$ cat src/rtl/osd_mam_sram_target_if.sv
// MAM request / write / read channel bundle between the debug MAM initiator and
// the SRAM target.
interface osd_mam_sram_target_if #(
    parameter int unsigned DATA_WIDTH = 16,
    parameter int unsigned ADDR_WIDTH = 32
) ();
    logic                    req_valid;
    logic                    req_ready;
    logic                    req_rw;
    logic [ADDR_WIDTH-1:0]   req_addr;
    logic                    req_burst;
    logic [13:0]             req_beats;

    logic                    write_valid;
    logic [DATA_WIDTH-1:0]   write_data;
    logic [DATA_WIDTH/8-1:0] write_strb;
    logic                    write_ready;

    logic                    read_valid;
    logic [DATA_WIDTH-1:0]   read_data;
    logic                    read_ready;

    modport master (
        output req_valid, req_rw, req_addr, req_burst, req_beats,
        output write_valid, write_data, write_strb,
        output read_ready,
        input  req_ready, write_ready, read_valid, read_data
    );

    modport slave (
        input  req_valid, req_rw, req_addr, req_burst, req_beats,
        input  write_valid, write_data, write_strb,
        input  read_ready,
        output req_ready, write_ready, read_valid, read_data
    );
endinterface

$ cat src/rtl/osd_mam_sram_target.sv
// MAM memory-access responder: turns single/burst requests into word accesses on a
// 1-cycle-latency single-port SRAM, with a 2-entry read buffer for backpressure.
module osd_mam_sram_target #(
    parameter int unsigned           DATA_WIDTH = 16,
    parameter int unsigned           ADDR_WIDTH = 32,
    parameter int unsigned           MEM_WORDS  = 1024,
    parameter logic [ADDR_WIDTH-1:0] BASE_ADDR  = '0
) (
    input  logic                         clk,
    input  logic                         rst,
    osd_mam_sram_target_if.slave         bus,
    output logic                         sram_ce,
    output logic                         sram_we,
    output logic [$clog2(MEM_WORDS)-1:0] sram_addr,
    output logic [DATA_WIDTH/8-1:0]      sram_be,
    output logic [DATA_WIDTH-1:0]        sram_wdata,
    input  logic [DATA_WIDTH-1:0]        sram_rdata
);
    localparam int unsigned IDX_W      = $clog2(MEM_WORDS);
    localparam int unsigned STRB_W     = DATA_WIDTH / 8;
    localparam int unsigned BYTE_SHIFT = $clog2(STRB_W);

    typedef enum logic [1:0] {
        StIdle,
        StWrite,
        StRead,
        StDrain
    } state_e;

    state_e             state_q, state_d;
    logic [IDX_W-1:0]   idx_q, idx_d;
    logic [13:0]        cnt_q, cnt_d;
    logic               burst_q, burst_d;
    logic               inflight_q, inflight_d;

    logic [DATA_WIDTH-1:0] fifo_q [2];
    logic                  rd_ptr_q, wr_ptr_q;
    logic [1:0]            fill_q;

    logic [ADDR_WIDTH-1:0] addr_off;
    logic [IDX_W-1:0]      req_idx;
    logic                  unused_addr_bits;
    logic                  push, pop, issue;
    logic [2:0]            occ;
    logic                  req_ready, write_ready;

    assign addr_off = bus.req_addr - BASE_ADDR;
    assign req_idx  = addr_off[BYTE_SHIFT +: IDX_W];
    // Sub-word and above-depth address bits never select a word.
    assign unused_addr_bits = ^addr_off;

    assign push = inflight_q;
    assign pop  = (fill_q != 2'd0) && bus.read_ready;
    // Words that will occupy the buffer after this edge, before any new issue.
    assign occ   = {1'b0, fill_q} + {2'b00, inflight_q} - {2'b00, pop};
    assign issue = (state_q == StRead) && (cnt_q != '0) && (occ < 3'd2);

    always_comb begin
        state_d     = state_q;
        idx_d       = idx_q;
        cnt_d       = cnt_q;
        burst_d     = burst_q;
        inflight_d  = 1'b0;
        req_ready   = 1'b0;
        write_ready = 1'b0;
        sram_ce     = 1'b0;
        sram_we     = 1'b0;
        sram_addr   = idx_q;
        sram_be     = '0;
        sram_wdata  = bus.write_data;

        unique case (state_q)
            StIdle: begin
                req_ready = 1'b1;
                if (bus.req_valid) begin
                    burst_d = bus.req_burst;
                    idx_d   = req_idx;
                    cnt_d   = bus.req_burst ? bus.req_beats : 14'd1;
                    state_d = bus.req_rw ? StWrite : StRead;
                end
            end
            StWrite: begin
                write_ready = (cnt_q != '0);
                if (cnt_q == '0) begin
                    state_d = StIdle;
                end else if (bus.write_valid) begin
                    sram_ce = 1'b1;
                    sram_we = 1'b1;
                    sram_be = burst_q ? {STRB_W{1'b1}} : bus.write_strb;
                    idx_d   = idx_q + IDX_W'(1);
                    cnt_d   = cnt_q - 14'd1;
                    if (cnt_q == 14'd1) begin
                        state_d = StIdle;
                    end
                end
            end
            StRead: begin
                if (issue) begin
                    sram_ce    = 1'b1;
                    idx_d      = idx_q + IDX_W'(1);
                    cnt_d      = cnt_q - 14'd1;
                    inflight_d = 1'b1;
                end else if ((cnt_q == '0) && !inflight_q) begin
                    state_d = (fill_q == 2'd0) ? StIdle : StDrain;
                end
            end
            StDrain: begin
                if (fill_q == 2'd0) begin
                    state_d = StIdle;
                end
            end
            default: state_d = StIdle;
        endcase
    end

    always_ff @(posedge clk) begin
        if (rst) begin
            state_q    <= StIdle;
            idx_q      <= '0;
            cnt_q      <= '0;
            burst_q    <= 1'b0;
            inflight_q <= 1'b0;
            rd_ptr_q   <= 1'b0;
            wr_ptr_q   <= 1'b0;
            fill_q     <= 2'd0;
        end else begin
            state_q    <= state_d;
            idx_q      <= idx_d;
            cnt_q      <= cnt_d;
            burst_q    <= burst_d;
            inflight_q <= inflight_d;
            if (push) begin
                wr_ptr_q <= ~wr_ptr_q;
            end
            if (pop) begin
                rd_ptr_q <= ~rd_ptr_q;
            end
            unique case ({push, pop})
                2'b10:   fill_q <= fill_q + 2'd1;
                2'b01:   fill_q <= fill_q - 2'd1;
                default: fill_q <= fill_q;
            endcase
        end
    end

    always_ff @(posedge clk) begin
        if (push) begin
            fifo_q[wr_ptr_q] <= sram_rdata;
        end
    end

    assign bus.req_ready   = req_ready;
    assign bus.write_ready = write_ready;
    assign bus.read_valid  = (fill_q != 2'd0);
    assign bus.read_data   = fifo_q[rd_ptr_q];
endmodule

$ cat src/flat_wrapper.sv
// flat-port wrapper written by rule: the top's interface ports become plain ports
module osd_mam_sram_target_flat 
#(
    parameter int unsigned           DATA_WIDTH = 16,
    parameter int unsigned           ADDR_WIDTH = 32,
    parameter int unsigned           MEM_WORDS  = 1024,
    parameter logic [ADDR_WIDTH-1:0] BASE_ADDR  = '0
)
  (clk, rst, sram_ce, sram_we, sram_addr, sram_be, sram_wdata, sram_rdata, bus_req_valid, bus_req_rw, bus_req_addr, bus_req_burst, bus_req_beats, bus_write_valid, bus_write_data, bus_write_strb, bus_read_ready, bus_req_ready, bus_write_ready, bus_read_valid, bus_read_data);
  osd_mam_sram_target_if #(.DATA_WIDTH(DATA_WIDTH), .ADDR_WIDTH(ADDR_WIDTH)) bus_i ();
  input  logic clk;
  input  logic rst;
  output logic sram_ce;
  output logic sram_we;
  output logic [$clog2(MEM_WORDS)-1:0] sram_addr;
  output logic [DATA_WIDTH/8-1:0] sram_be;
  output logic [DATA_WIDTH-1:0] sram_wdata;
  input  logic [DATA_WIDTH-1:0] sram_rdata;
  input wire logic [$bits(bus_i.req_valid)-1:0] bus_req_valid;
  input wire logic [$bits(bus_i.req_rw)-1:0] bus_req_rw;
  input wire logic [$bits(bus_i.req_addr)-1:0] bus_req_addr;
  input wire logic [$bits(bus_i.req_burst)-1:0] bus_req_burst;
  input wire logic [$bits(bus_i.req_beats)-1:0] bus_req_beats;
  input wire logic [$bits(bus_i.write_valid)-1:0] bus_write_valid;
  input wire logic [$bits(bus_i.write_data)-1:0] bus_write_data;
  input wire logic [$bits(bus_i.write_strb)-1:0] bus_write_strb;
  input wire logic [$bits(bus_i.read_ready)-1:0] bus_read_ready;
  output wire logic [$bits(bus_i.req_ready)-1:0] bus_req_ready;
  output wire logic [$bits(bus_i.write_ready)-1:0] bus_write_ready;
  output wire logic [$bits(bus_i.read_valid)-1:0] bus_read_valid;
  output wire logic [$bits(bus_i.read_data)-1:0] bus_read_data;
  assign bus_i.req_valid = bus_req_valid;
  assign bus_i.req_rw = bus_req_rw;
  assign bus_i.req_addr = bus_req_addr;
  assign bus_i.req_burst = bus_req_burst;
  assign bus_i.req_beats = bus_req_beats;
  assign bus_i.write_valid = bus_write_valid;
  assign bus_i.write_data = bus_write_data;
  assign bus_i.write_strb = bus_write_strb;
  assign bus_i.read_ready = bus_read_ready;
  assign bus_req_ready = bus_i.req_ready;
  assign bus_write_ready = bus_i.write_ready;
  assign bus_read_valid = bus_i.read_valid;
  assign bus_read_data = bus_i.read_data;
  osd_mam_sram_target #(.DATA_WIDTH(DATA_WIDTH), .ADDR_WIDTH(ADDR_WIDTH), .MEM_WORDS(MEM_WORDS), .BASE_ADDR(BASE_ADDR)) u_core (.clk(clk), .rst(rst), .bus(bus_i), .sram_ce(sram_ce), .sram_we(sram_we), .sram_addr(sram_addr), .sram_be(sram_be), .sram_wdata(sram_wdata), .sram_rdata(sram_rdata));
endmodule
$ cat config.mk
export PLATFORM = sky130hd
export DESIGN_NAME = osd_mam_sram_target_flat
export DESIGN_NICKNAME = d
export VERILOG_FILES = /design/src/rtl/osd_mam_sram_target_if.sv /design/src/rtl/osd_mam_sram_target.sv /design/src/flat_wrapper.sv
export SDC_FILE = /design/constraint.sdc
export NUM_CORES = 1
export LEC_CHECK = 0
export ABC_AREA = 1
export CORE_UTILIZATION = 40
export CTS_CLUSTER_DIAMETER = 30
export DETAILED_ROUTE_END_ITERATION = 6
export PLACE_DENSITY = 0.77
export SLEW_MARGIN = 20
export SYNTH_ARGS = -nofsm -noshare
export SYNTH_HDL_FRONTEND = slang
export SYNTH_SLANG_ARGS = --single-unit
$ cat constraint.sdc
create_clock -name clk -period 2.6 [get_ports clk]
set_clock_uncertainty 0.2 [all_clocks]
set_input_delay 0.39 -clock clk [delete_from_list [all_inputs] [get_ports clk]]
set_output_delay 0.39 -clock clk [all_outputs]
set_load 0.02 [all_outputs]
### Word level (Yosys, flattened, before mapping)

Memories as Yosys holds them, arrays and structs flattened. A register that Yosys moved wholly into a read port is not among the register bits.
Index checks and enable logic that the tools add are counted.

* register bits after elaboration: 32
* bits in writable memories: 32
* bits of input ports: 87
* output and inout port bits: 49
* logic and storage cells: 87
* memories kept: 1

Memory list
* u_core.fifo_q: depth 2, bits a word 16, rd ports 1, clocked after Yosys merged registers in 1, write ports 1, line osd_mam_sram_target.sv:36 `logic [DATA_WIDTH-1:0] fifo_q [2];`

* add/subtract/negate cells: 6
* order comparisons: 1
* equality and inequality tests: 15
* mux-type cells: 37
* bitwise operators: 3
* reduce and logical (&&, ||, !) cells: 16

Operators by type and width (number)
* 14-bit two-way mux: 5
* 14-bit one-hot mux with 3 select lines: 1
* 10-bit two-way mux: 4
* 10-bit one-hot mux with 3 select lines: 1
* 2-bit two-way mux: 13
* 14-bit by 1-bit == test with 1-bit output, second input constant: 1
* 14-bit zero test: 1
* 14-bit nonzero test: 1
* 14-bit by 1-bit subtractor with 14-bit output, second input constant: 1
* 10-bit by 1-bit adder with 10-bit output, second input constant: 1
* 1-bit two-way mux: 10
* 2-bit inequality test, second input constant: 5
* 2-bit one-hot mux with 4 select lines: 1
* 2-bit == test, second input constant: 3
* 6-bit AND reduction: 1
* 5-bit AND reduction: 1
* 2-bit by 1-bit == test with 1-bit output, second input constant: 2
* 1-bit logical AND: 4
* 2-bit zero test: 2
* 2-bit by 1-bit inequality test with 1-bit output, second input constant: 2
* 2-bit one-hot mux with 2 select lines: 1
* 2-bit nonzero test: 2
* 2-bit by 1-bit adder with 3-bit output: 1
* 3-bit by 2-bit less-than comparator with 1-bit output, second input constant: 1
* 11 further kinds: 13

### Logic depth before layout (Yosys ltp)

Gate-level depths: netlist of the first run.

* depth after elaboration: 7
* gate-level depth with buffers: 17
* gate-level depth less buffers: 16

### Least setup slack after synthesis of the first run

No wires, ideal clock.

* path type: in2out
* start point: input bus_read_ready
* end point: output sram_ce
* arrival time: 2164 ps
* data required time: 2010 ps
* setup slack: -154 ps
* stages: 10
* buffers on the path: 0
* cells stage by stage: inv_1 nor3_1 nor2_1 nor2_1 inv_1 fa_1 nand3_1 nor2_1 nand2_4 a21oi_1

* word-level cells in the longest chain between the ends: 6

RTL lines
* from (decl): line flat_wrapper.sv:27 `input wire logic [$bits(bus_i.read_ready)-1:0] bus_read_ready;`
* 1-bit logical AND: line osd_mam_sram_target.sv:53 `assign pop = (fill_q != 2'd0) && bus.read_ready;`
* 3-bit by 1-bit subtractor with 3-bit output: line osd_mam_sram_target.sv:55 `assign occ = {1'b0, fill_q} + {2'b00, inflight_q} - {2'b00, pop};`
* 3-bit by 2-bit less-than comparator with 1-bit output: line osd_mam_sram_target.sv:56 `assign issue = (state_q == StRead) && (cnt_q != '0) && (occ < 3'd2);`
* 1-bit logical AND: line osd_mam_sram_target.sv:56
* 1-bit two-way mux: line osd_mam_sram_target.sv:98 `if (issue) begin`
* 1-bit one-hot mux with 2 select lines: line osd_mam_sram_target.sv:72 `unique case (state_q)`
* to (decl): line flat_wrapper.sv:13 `output logic sram_ce;`

No other way between the ends.

### Final worst setup path of the first run

* start point: register u_core.fill_q[0]
* end point: output sram_ce

* word-level cells in the longest chain between the ends: 7
* elaborated cells between the ends (all ways): 8
* those cells by class: add/sub (2); order compare (1); mux (2); reduce/logical (3)

RTL lines
* from (decl): line osd_mam_sram_target.sv:38 `logic [1:0] fill_q;`
* from (signal assigned): line osd_mam_sram_target.sv:139 `2'b10: fill_q <= fill_q + 2'd1;`
* from (signal assigned): line osd_mam_sram_target.sv:140 `2'b01: fill_q <= fill_q - 2'd1;`
* from (signal assigned): line osd_mam_sram_target.sv:141 `default: fill_q <= fill_q;`
* parallel branches: the longest is 2 deep, another holds 2-bit by 1-bit adder with 3-bit output
* 3-bit by 1-bit subtractor with 3-bit output (*): line osd_mam_sram_target.sv:55
* 3-bit by 2-bit less-than comparator with 1-bit output (*): line osd_mam_sram_target.sv:56
* 1-bit logical AND (*): line osd_mam_sram_target.sv:56
* 1-bit two-way mux (*): line osd_mam_sram_target.sv:98
* 1-bit one-hot mux with 2 select lines (*): line osd_mam_sram_target.sv:72

Every way passes the cells marked *.

==> flow_metrics.env, run 1 <==
export IMPL_r2r_end="u_core.sram_addr[1]"
export IMPL_yosysUniqueCellTypes=32
export IMPL_r2r_worst_path_cells=17
export IMPL_slowest_stage="fa_1"
export IMPL_worstSetupStartpoint="u_core.fill_q[0]"
export IMPL_core_sq_um=8720
export IMPL_final_cells=681
export IMPL_ir_drop_mv=0.684
export IMPL_viasPerCell=4.94
export IMPL_rsz0062_at_grt="true"
export IMPL_cts_hold_buf=0
export IMPL_r2r_slack_ps=-260
export IMPL_die_area_sq_um=9420
export IMPL_cts_htree_levels=3
export IMPL_path_max_fanout=2
export IMPL_drtAntennaViolNets=0
export IMPL_slew_violations=0
export IMPL_whs_endpoint="u_core.rd_ptr_q"
export IMPL_r2r_start="u_core.fill_q[0]"
export IMPL_via_count=3362
export IMPL_min_period_ps=2980
export IMPL_p_leak_uw=0.00224
export IMPL_avgSynthCellArea_sq_um=7.86
export IMPL_cts_sinks=65
export IMPL_setup_viol=26
export IMPL_hold_worst_slack_ps=272
export IMPL_violations="negative setup slack"
export IMPL_grt_max_degree=27
export IMPL_dpl_worst_slack_ps=-925
export IMPL_num_rows=34
export IMPL_relSlewSlack_pct=55.4
export IMPL_syn2layout_area_growth_pct=43.5
export IMPL_status="complete, but fails checks"
export IMPL_dieWidth_um=97.1
export IMPL_ys_ff_latch=65
export IMPL_insertedDiodeCount=0
export IMPL_start_kind="flop"
export IMPL_antenna_found_initial=0
export IMPL_nets=664
export IMPL_cp_arrival_ps=2390
export IMPL_final_area_sq_um=5190
export IMPL_first_pass_iters=4
export IMPL_syn_area_sq_um=3610
export IMPL_hp_start="u_core.rd_ptr_q"
export IMPL_path_clk_slew_ps=80
export IMPL_worst_pin_slew_ps=668
export IMPL_fmax_mhz=336
export IMPL_dp_final_hpwl_um=5980
export IMPL_worstSkewPairLatency_ps=340
export IMPL_first_global_vias=3264
export IMPL_grt_ovfl_total=0
export IMPL_crit_type="flop to primary output"
export IMPL_hold_viol_final=0
export IMPL_slowest_delay_ps=500
export IMPL_layout_drive_gt1_share_pct=20.2
export IMPL_grt_usage_pct=20.3
export IMPL_max_cap_violations=0
export IMPL_nFillCells=709
export IMPL_ys_seq_area_share_pct=44.9
export IMPL_fin_crit_sh_pct=115
export IMPL_fin_ws_ps=-378
export IMPL_tritoncts="built"
export IMPL_cp_cell_sequence="nor2_4 -> buf_6 -> nor3_4 -> nor2_2 -> nor2_1 -> inv_2 -> fa_1 -> nand3_1 -> nor2_2 -> nand2_4 -> a21oi_4 -> buf_6"
export IMPL_placed_area_sq_um=4510
export IMPL_die_h_um=97.1
export IMPL_fin_util_pct=59.5
export IMPL_critPathCaptureType="primary output"
export IMPL_io_buffers=81
export IMPL_syn_num_nets=556
export IMPL_min_delay_path_depth=1
export IMPL_ctsLongestPathBuffers=2
export IMPL_cp_required_ps=2010
export IMPL_numCtsBuffers=9
export IMPL_drt_iter0_markers=161
export IMPL_wire_per_inst_um=13.9
export IMPL_power_density_nw_per_um2=1260
export IMPL_dp_cells=639
export IMPL_wirelength_um=9490
export IMPL_synth_warnings=0
export IMPL_hp_class="flop to flop"
export IMPL_drc=0
export IMPL_start_util_pct=41.4
export IMPL_finalWeightedCongestion=0.826
export IMPL_syn_inst=460
export IMPL_ios=136
export IMPL_cts_root_buffer="clkbuf_8"
export IMPL_grt_pass1_wl_um=15400
logic make-up (layout without fill, tap and decap cells):
| group | count (synthesis) | in the layout | synth area share, % |
|---|---|---|---|
| buffers and inverters | 75 | 188 | 10.7 |
| AO/OA/AOI/OAI | 43 | 43 | 6.23 |
| XOR/XNOR | 5 | 5 | 1.21 |
| adder cells (fa/ha/maj) | 9 | 9 | 3.32 |
| flip-flops | 65 | 65 | 44.9 |
| multiplexers | 16 | 16 | 4.98 |
| AND/OR/NAND/NOR | 247 | 247 | 28.7 |
synthesized netlist by cell type (all sizes together):
library cell / n / area, sq um
a21oi: 11 / 55.1
a22oi: 1 / 7.51
a311oi: 1 / 8.76
a31oi: 1 / 6.26
buf: 23 / 189
clkbuf: 5 / 18.8
clkinv: 1 / 3.75
dfxtp: 33 / 661
edfxtp: 32 / 961
fa: 1 / 20.0
ha: 8 / 100
inv: 46 / 175
mux2: 16 / 180
nand2: 124 / 500
nand3: 23 / 115
nand4: 5 / 31.3
nor2: 90 / 365
nor3: 5 / 25.0
o21ai: 28 / 140
o21bai: 1 / 7.51
xnor2: 1 / 8.76
xor2: 4 / 35.0
sequential cells by signal, indices dropped and copies added (netlist names), named ones only:
signal	cells
u_core.burst_q	1
u_core.rd_ptr_q	1
u_core.inflight_q	1
u_core.wr_ptr_q	1
u_core.state_q	2
u_core.sram_addr	10
u_core.fifo_q	32
u_core.cnt_q	14
u_core.fill_q	2
worst max path at each step:
stage                          to  slack, ps  cells after the start
after global routing      sram_ce       -470                     13
after detailed placement  sram_ce       -930                     12
after floorplan           sram_ce         10                     11
after global placement    sram_ce       -820                     12
final                     sram_ce       -380                     12
after CTS                 sram_ce       -370                     12
power breakdown:
part / switching [uW] / total, uW / internal (uW) / leakage (uW)
Clock: 414 / 958 / 543 / 0.0000991
Sequential: 244 / 1590 / 1350 / 0.000563
Combinational: 2160 / 3990 / 1830 / 0.00158
Total: 2820 / 6540 / 3730 / 0.00224
critical path: cells and delay by family (launching register included):
| kind | cells | cell delay [ps] |
|---|---|---|
| buf+inv | 3 | 310 |
| compound gates | 1 | 120 |
| flops | 1 | 360 |
| simple gates | 7 | 740 |
| fa+ha+maj | 1 | 500 |
cell type report:
cell class | count | area, sq um | area share, %
multi-input combinational | 320 | 1710 | 33.0
sequential | 65 | 1630 | 31.3
timing repair buffer | 125 | 1310 | 25.3
inverter | 47 | 184 | 3.55
tap | 108 | 135 | 2.61
clock buffer | 10 | 128 | 2.46
clock inverter | 6 | 91.3 | 1.76
cell usage in the layout, fill, tap and decap left out, drive strengths merged:
cell type,n
bufinv,2
clkinvlp,3
edfxtp,32
xor2,4
dlymetal6s2s,1
nand3,23
clkbuf,13
a31oi,1
nand2,124
o21bai,1
inv,47
mux2,16
buf,43
dfxtp,33
ha,8
xnor2,1
a311oi,1
clkinv,1
nor2,90
fa,1
dlygate4sd2,2
bufbuf,1
o21ai,28
clkdlybuf4s50,75
nor3,5
nand4,5
a21oi,11
a22oi,1
what timing repair did:
action | CTS | global route
pin swaps | 11 | 20
setup endpoints to repair | 28 | 30
cloned | 3 | 1
gates resized for setup | 27 | 39
setup buffers | 17 | 7
per-layer routing:
| layer | global-route usage, % | part of all wire, % | vias to the layer above |
|---|---|---|---|
| met5 | 0 | 0 | - |
| met4 | 5.28 | 0.91 | 0 |
| met3 | 6.40 | 5.8 | 17 |
| met2 | 35.3 | 51 | 118 |
| met1 | 24.0 | 43 | 1555 |
| li1 | - | - | 1672 |
stage by stage:
stage / TNS [ps] / total power, uW
final: -5950 / 6540
after global routing: -8710 / 7050
after CTS: -6380 / 6170
after floorplan: 0 / 3850
after detailed placement: -13620 / 4730
after global placement: -10790 / 4630
Power figures use the tool's default switching activity.
==> run 2, diff against run 1 <==
--- a/config.mk
+++ b/config.mk
@@ -9,7 +9,7 @@
 export CORE_UTILIZATION = 40
 export CTS_CLUSTER_DIAMETER = 30
 export DETAILED_ROUTE_END_ITERATION = 6
-export PLACE_DENSITY = 0.77
+export DONT_BUFFER_PORTS = 1
 export SLEW_MARGIN = 20
 export SYNTH_ARGS = -nofsm -noshare
 export SYNTH_HDL_FRONTEND = slang
==> run 2 against run 1 <==
- the flow still finishes with violations (negative setup slack)
- setup slack improved by 190 ps
- non-clock buffer count decreased by 87
- flip-flop and latch count stayed put
- worst hold slack got worse by 200 ps
- combinational power fell by 22%
- wire length decreased by 14%
- critical endpoint unchanged
- largest cell class unchanged
- largest power group unchanged
==> flow_metrics.env, run 2 (same netlist as run 1, synthesis figures left out) <==
export IMPL_status="complete, but fails checks"
export IMPL_violations="negative setup slack"
export IMPL_power_density_nw_per_um2=1340
export IMPL_grt_ovfl_total=0
export IMPL_r2r_slack_ps=20
export IMPL_hold_viol_final=0
export IMPL_top_register="u_core.fifo_q"
export IMPL_swShare_pct=45.7
export IMPL_layout_drive_gt1_share_pct=18.7
export IMPL_viasPerCell=4.90
export IMPL_path_clk_slew_ps=70
export IMPL_antenna_found_initial=0
export IMPL_fmax_mhz=359
export IMPL_grtUsageMet1_pct=20.4
export IMPL_p_sw_uw=2640
export IMPL_final_seq_area_sq_um=1630
export IMPL_start_kind="flop"
export IMPL_grt_usage_pct=17.0
export IMPL_p_leak_uw=0.00185
export IMPL_critPathCaptureType="primary output"
export IMPL_setup_viol=1
export IMPL_fin_util_pct=49.4
export IMPL_rsz0062_at_grt="true"
export IMPL_first_pass_iters=4
export IMPL_nets=577
export IMPL_dp_final_hpwl_um=5390
export IMPL_nFillCells=812
export IMPL_drt_iter0_markers=77
export IMPL_multi_input_area_sq_um=1730
export IMPL_r2r_start="u_core.fill_q[1]"
export IMPL_largest_reg_flops=32
export IMPL_ctsLongestPathBuffers=2
export IMPL_fin_ws_ps=-186
export IMPL_cp_required_ps=2010
export IMPL_cts_htree_levels=3
export IMPL_dieWidth_um=97.1
export IMPL_die_area_sq_um=9420
export IMPL_worst_pin_slew_ps=694
export IMPL_met3_usage_pct=4.96
export IMPL_ios=136
export IMPL_slowest_stage="fa_1"
export IMPL_crit_type="flop to primary output"
export IMPL_core_sq_um=8720
export IMPL_relSlewSlack_pct=53.7
export IMPL_insertedDiodeCount=0
export IMPL_start_util_pct=41.4
export IMPL_io_buffers=0
export IMPL_fin_crit_sh_pct=107
export IMPL_slew_violations=0
export IMPL_grt_pass1_wl_um=12900
export IMPL_grt_most_used_layer="met2"
export IMPL_final_cells=594
export IMPL_finalWeightedCongestion=0.827
export IMPL_max_cap_violations=0
export IMPL_via_count=2910
export IMPL_wirelength_um=8130
export IMPL_hp_class="input pin to flop"
export IMPL_cp_common_cell="nor2_2"
export IMPL_syn2layout_area_growth_pct=19.2
export IMPL_ir_drop_mv=0.640
export IMPL_layout_commonest_cell="nand2_1"
export IMPL_wire_per_inst_um=13.7
export IMPL_first_global_vias=2786
export IMPL_drtAntennaViolNets=0
export IMPL_dp_cells=555
export IMPL_grt_max_degree=30
export IMPL_internal_power_uw=3140
export IMPL_met2_usage_pct=28.4
export IMPL_worstSkewPairLatency_ps=330
export IMPL_cts_root_buffer="clkbuf_8"
export IMPL_hp_start="bus_req_valid"
export IMPL_num_rows=34
export IMPL_cp_arrival_ps=2200
export IMPL_final_cell_mix="nand2_1, nor2_1, inv_1"
export IMPL_worstSetupStartpoint="u_core.fill_q[1]"
export IMPL_die_h_um=97.1
export IMPL_cts_sinks=65
export IMPL_drc=0
export IMPL_power_frac_seq_pct=29.2
export IMPL_min_period_ps=2790
export IMPL_slowest_delay_ps=500
export IMPL_cp_cell_sequence="nor2_4 -> nor2_2 -> nor2_2 -> nor2_2 -> nor2_1 -> inv_1 -> fa_1 -> nand3_2 -> nor2_4 -> nand2_4 -> a21oi_4"
export IMPL_path_max_fanout=2
export IMPL_tritoncts="built"
export IMPL_numCtsBuffers=9
export IMPL_combinationalPowerShare_pct=53.9
export IMPL_p_clk_share_pct=16.9
run 2: layer usage:
| metal | vias to the layer above | wire (um) |
|---|---|---|
| met5 | - | 0 |
| met4 | 0 | 164 |
| met3 | 16 | 487 |
| met2 | 77 | 3840 |
| met1 | 1311 | 3640 |
| li1 | 1506 | - |
run 2: power by group through the flow:
stage / Combinational, uW / Sequential, uW / Clock, uW
global placement: 2600 / 1700 / 0
floorplan: 2210 / 1630 / 0
CTS: 2760 / 1690 / 1000
finish: 3120 / 1690 / 975
detailed placement: 2670 / 1700 / 0
global route: 3540 / 1730 / 1050
run 2: final cells by class:
class	instances	area share, %
Sequential cell	65	37.7
Timing Repair Buffer	38	9.50
Tap cell	108	3.14
Clock inverter	6	2.12
Multi-Input combinational cell	320	40.2
Clock buffer	10	3.19
Inverter	47	4.15
run 2: what timing repair did:
| action | CTS | global route |
|---|---|---|
| hold endpoints to repair | 36 | 0 |
| setup buffers | 1 | 1 |
| gates resized for setup | 8 | 28 |
| pin swaps | 4 | 8 |
| hold buffers | 18 | 0 |
| gates cloned | 0 | 3 |
| setup endpoints to repair | 1 | 27 |
run 2: worst paths after layout:
path,endpoint,cells past startpoint
worst max-delay path,sram_ce,11
worst min-delay path,u_core.burst_q,2
worst min register to register,u_core.rd_ptr_q,1
worst max register to register,u_core.sram_addr[4],17
run 2: metrics by stage:
step	TNS (ps)	hold slack (ps)	cell area, sq um	setup WS, ps	power, uW
3_5_place_dp	0	247	3690	26.9	4370
6_report	-186	74.6	4310	-186	5780
5_1_grt	-2770	59.2	4310	-318	6310
3_3_place_gp	0	236	3690	34.4	4300
4_1_cts	-347	58.9	4140	-209	5450
2_1_floorplan	0	226	3620	14.2	3850
run 2: critical path: cells and delay by family, from the launching register on:
| family | cells | cell delay [ps] |
|---|---|---|
| flip-flops | 1 | 340 |
| adder cells (fa/ha/maj) | 1 | 500 |
| buffers and inverters | 1 | 70 |
| AO/OA/AOI/OAI | 1 | 220 |
| AND/OR/NAND/NOR | 8 | 750 |
